<file path="src/rtl/mem_access_unit.sv">
`default_nettype none
// ============================================================================
// mem_access_unit : runs one req/ack access per FSM request, loads IR or MDR
// Rev 1.0
// ============================================================================
module mem_access_unit #(
  parameter int AW      = 32,
  parameter int DW      = 32,
  parameter int TIMEOUT = 255
) (
  input  logic          clk,
  input  logic          rst_n,
  input  logic          mem_req,
  input  logic          iord,
  input  logic          irwrite,
  input  logic          memwrite,
  input  logic [AW-1:0] pc,
  input  logic [AW-1:0] aluout,
  input  logic [DW-1:0] wdata,
  output logic          ready,
  output logic          done,
  output logic          err,
  output logic [DW-1:0] instr,
  output logic [DW-1:0] mdr,
  output logic          bus_req,
  output logic          bus_we,
  output logic [AW-1:0] bus_addr,
  output logic [DW-1:0] bus_wdata,
  input  logic [DW-1:0] bus_rdata,
  input  logic          bus_ack
);

  typedef enum logic [1:0] {
    S_IDLE = 2'd0,
    S_BUS  = 2'd1,
    S_RESP = 2'd2
  } state_t;

  localparam logic [15:0] c_LAST = 16'(TIMEOUT - 1);

  state_t        r_state;
  state_t        w_next;
  logic [15:0]   r_cnt;
  logic          r_irw;
  logic          r_we;
  logic          r_err;
  logic [AW-1:0] r_addr;
  logic [DW-1:0] r_wdata;
  logic [DW-1:0] r_instr;
  logic [DW-1:0] r_mdr;

  logic [AW-1:0] w_addr_sel;
  logic          w_aligned;
  logic          w_start;
  logic          w_misal;
  logic          w_timeout;
  logic          w_rd_ack;

  assign w_addr_sel = iord ? aluout : pc;
  assign w_aligned  = (w_addr_sel[1:0] == 2'b00);
  assign w_start    = (r_state == S_IDLE) && mem_req && w_aligned;
  assign w_misal    = (r_state == S_IDLE) && mem_req && !w_aligned;
  // An ack on the final count wins over the timeout.
  assign w_timeout  = (r_state == S_BUS) && !bus_ack && (r_cnt == c_LAST);
  assign w_rd_ack   = (r_state == S_BUS) && bus_ack && !r_we;

  always_ff @(posedge clk or negedge rst_n) begin
    if (!rst_n) begin
      r_state <= S_IDLE;
    end else begin
      r_state <= w_next;
    end
  end

  always_comb begin
    w_next = r_state;
    case (r_state)
      S_IDLE: if (w_start) w_next = S_BUS;
      S_BUS: begin
        if (bus_ack)        w_next = S_RESP;
        else if (w_timeout) w_next = S_IDLE;
      end
      S_RESP:  w_next = S_IDLE;
      default: w_next = S_IDLE;
    endcase
  end

  always_ff @(posedge clk or negedge rst_n) begin
    if (!rst_n) begin
      r_cnt   <= '0;
      r_irw   <= 1'b0;
      r_we    <= 1'b0;
      r_err   <= 1'b0;
      r_addr  <= '0;
      r_wdata <= '0;
      r_instr <= '0;
      r_mdr   <= '0;
    end else begin
      r_err <= w_misal | w_timeout;
      if (w_start) begin
        r_addr  <= w_addr_sel;
        r_wdata <= wdata;
        r_we    <= memwrite;
        r_irw   <= irwrite;
        r_cnt   <= '0;
      end else if ((r_state == S_BUS) && !bus_ack) begin
        r_cnt <= r_cnt + 16'd1;
      end
      if (w_rd_ack) begin
        if (r_irw) r_instr <= bus_rdata;
        else       r_mdr   <= bus_rdata;
      end
    end
  end

  assign ready     = (r_state == S_IDLE);
  assign done      = (r_state == S_RESP);
  assign bus_req   = (r_state == S_BUS);
  assign err       = r_err;
  assign bus_we    = r_we;
  assign bus_addr  = r_addr;
  assign bus_wdata = r_wdata;
  assign instr     = r_instr;
  assign mdr       = r_mdr;

endmodule
`default_nettype wire

</file>
<file path="config.mk">
export PLATFORM = sky130hd
export DESIGN_NAME = mem_access_unit
export DESIGN_NICKNAME = d
export VERILOG_FILES = /design/src/rtl/mem_access_unit.sv
export SDC_FILE = /design/constraint.sdc
export NUM_CORES = 1
export LEC_CHECK = 0
export ABC_AREA = 1
export CAP_MARGIN = 40
export CORE_MARGIN = 10
export CORE_UTILIZATION = 35
export CTS_CLUSTER_SIZE = 20
export DETAILED_ROUTE_END_ITERATION = 6
export PLACE_DENSITY = 0.83
export SYNTH_ARGS = -nofsm -noshare
export SYNTH_HDL_FRONTEND = slang
export SYNTH_SLANG_ARGS = --single-unit
</file>
<file path="constraint.sdc">
create_clock -name clk -period 1.5 [get_ports clk]
set_clock_uncertainty 0.15 [all_clocks]
set_input_delay 0.15 -clock clk [delete_from_list [all_inputs] [get_ports clk]]
set_output_delay 0.15 -clock clk [all_outputs]
set_load 0.02 [all_outputs]
</file>
==> flow_metrics.tcl <==
set metrics [dict create \
    first_iter_violations 297 \
    p_per_area_nw_per_um2 1450 \
    cts-buffers-inserted 17 \
    die-area_sq_um 23700 \
    synthArstFlopShare_pct 100 \
    violations "negative setup slack" \
    worstMarginPinSlew_ns 0.379 \
    yosys_warnings 0 \
    register_area_sq_um 3730 \
    die_h_microns 154 \
    syn_area_sq_um 6290 \
    antenna_found_initial 1 \
    cts_max_path_buffers 2 \
    grt_pass1_wl_microns 36900 \
    synth_top_area_share_pct 59.3 \
    critical_path_buf_inv_count 4 \
    grt_usage_pct 19.4 \
    area_delta_synth_final_pct 92.0 \
    dpl.cell_count 1236 \
    ys_types 25 \
    rsz0062_at_grt "true" \
    critPathMostFrequentCell "buf_6" \
    vdd_drop_max_v 0.000923 \
    drive_above_1_share_pct 33.5 \
    die_w_microns 154 \
    cpPeakStageDelay_ns 0.39 \
    synth_nets 883 \
    route.detailed.drc 0 \
    synth_flop_cell "dfrtp_1" \
    finalCriticalPeriod_ns 1.73 \
    numPortBuffers 267 \
    nets 1215 \
    critPathLaunchType "flop" \
    clockRootBuffer "clkbuf_16" \
    max_cap_violations 0 \
    worst_hold_path_type "in2async" \
    grt_overflow_total 0 \
    worstPathRequired_ns 1.66 \
    setup_ws_ns -0.229 \
    globalplace.congestion 0.824 \
    num_io_pins 268 \
    slowest_stage "dfrtp_1" \
    crit_fanout 7 \
    ys_seq_area_share_pct 59.3 \
    clk_pin_slew_ns 0.06 \
    grt_pass1_vias 6763 \
    critical_path_class "reg2reg" \
    via_per_inst 5.11 \
    synth_edf_count 0 \
    wl_per_cell_microns 20.2 \
    cp_cell_sequence "buf_6, nor2_4, nand2_2, inv_2, nand2_8, buf_6, buf_16, o31ai_4" \
    dr_total_vias 6728 \
    crit_path_end_kind "flop" \
    syn_inst 746 \
    clk_latency_ns 0.41 \
    fin_hold_ws_ns 0.0417 \
    status "finished with violations" \
    p_leak_nw 5.87 \
    yosysTopAreaCell "dfrtp_1" \
    htree_levels 4 \
    cts.sinks 149 \
    rows 48 \
    cts_tree "done" \
    nFillCells 1243 \
    wl_microns 26600 \
    cp_data_arrival_time_ns 1.89 \
    netlist_top_cells_count "nand2_1 (297), dfrtp_1 (149), nor2_1 (99)" \
    synth.avg_cell_area_sq_um 8.43 \
    dp_hpwl_microns 15700 \
    coreArea_sq_um 17500 \
    final-hold-violation-count 0 \
    ys_ff_latch 149 \
    ant_nets 0 \
    reg2reg_slack_ns -0.23 \
    multiInputGateArea_sq_um 3530 \
    first_pass_iters 4 \
    final_cell_count_no_fill 1316 \
    initial_core_util_pct 36.0 \
    grt_max_degree 47 \
    finalSetupViolCount 150 \
    synth_area_leaders "dfrtp_1 (59%), nand2_1 (18%), nor2_1 (5.9%)" \
    slew_headroom_pct 74.6 \
    period_share_pct 115 \
    yosysMostFrequentCell "nand2_1" \
    cp_top_family "buffers and inverters" \
    fmaxAchievable_mhz 578 \
    drv_slew 0 \
]
[cell type report]
type                            count  share of cell area [%]
Clock buffer                       19                    3.67
Inverter                           27                   0.902
Timing Repair Buffer              354                    31.9
Clock inverter                     12                    1.08
Multi-Input combinational cell    529                    29.3
Tap cell                          225                    2.33
Sequential cell                   149                    30.9
Antenna cell                        1                  0.0207
[layout by cell type, fill, tap and decap left out, types with 3 or more instances in the layout]
cell,count
dlygate4sd2_1,83
clkdlybuf4s50_1,133
o21ai_0,16
clkinv_4,3
a21oi_1,4
o21ai_1,38
clkbuf_2,21
inv_1,24
buf_6,20
nor2_2,3
buf_4,22
clkinv_2,4
clkdlybuf4s15_1,26
o21ai_2,16
nor2_1,93
nand2_4,68
nand2_2,95
buf_12,19
nand2_1,135
o31ai_2,3
o31ai_4,27
nor3_1,3
clkbuf_16,24
nand3_1,5
buf_16,11
nand4_1,6
nor2_4,6
dfrtp_1,149
buf_8,11
[logic make-up after synthesis]
kind of cell	synth area share (%)
and+or+nand+nor	25.8
AOI/OAI and AO/OA	9.85
adders and majority gates	0.398
DFF	59.3
xor gates and xnor gates	0.139
buffers and inverters	4.52
[power by group]
part	internal [mW]	switching, mW
Sequential	5.30	0.986
Combinational	2.95	4.09
Clock	2.49	1.72
[sequential cells by signal, summed over array words and instances (netlist names)]
name	flops
instr	32
err	1
r_cnt	16
bus_addr	32
bus_wdata	32
mdr	32
bus_we	1
r_irw	1
r_state	2
[through the flow]
step / setup TNS (ns) / total power, mW / util (%) / cell area [sq um] / setup WS [ns]
4_1_cts: -8.30 / 16.6 / 62.9 / 11000 / -0.225
5_1_grt: -25.63 / 18.4 / 69.1 / 12100 / -0.262
6_report: -16.87 / 17.5 / 69.1 / 12100 / -0.229
3_3_place_gp: -41.52 / 12.5 / 54.3 / 9480 / -0.379
2_1_floorplan: -2.45 / 8.84 / - / 6320 / -0.0312
3_5_place_dp: -44.68 / 12.6 / 54.3 / 9480 / -0.439
[layer usage]
layer / part of all wire [%] / global-route usage [%] / up-vias
met5: 0 / 0 / -
met4: 4.1 / 8.01 / 0
met3: 8.3 / 7.45 / 63
met2: 49 / 31.3 / 301
met1: 38 / 22.8 / 3300
li1: - / - / 3064
[final timing paths]
kind                                         from                         to  cells after the start
setup / recovery           r_state[0]$_DFFE_PN0P_   bus_addr[12]$_DFFE_PN0P_                      8
hold / removal                              rst_n      instr[20]$_DFFE_PN0P_                      2
setup reg to reg           r_state[0]$_DFFE_PN0P_   bus_addr[12]$_DFFE_PN0P_                      8
hold reg to reg             instr[15]$_DFFE_PN0P_      instr[15]$_DFFE_PN0P_                      2
max in group asynchronous                   rst_n        mdr[19]$_DFFE_PN0P_                      3
min in group clk                        wdata[10]  bus_wdata[10]$_DFFE_PN0P_                      3
[repair_timing]
item                                    4_1_cts  5_1_grt
pin swaps                                    29       29
cloned                                       16       14
endpoints found under the hold margin       149        0
gates resized for setup                     309      346
buffers inserted                             13       13
hold buffers                                  1        0
endpoints found under the setup margin      278      169
Power figures use the tool's default switching activity.
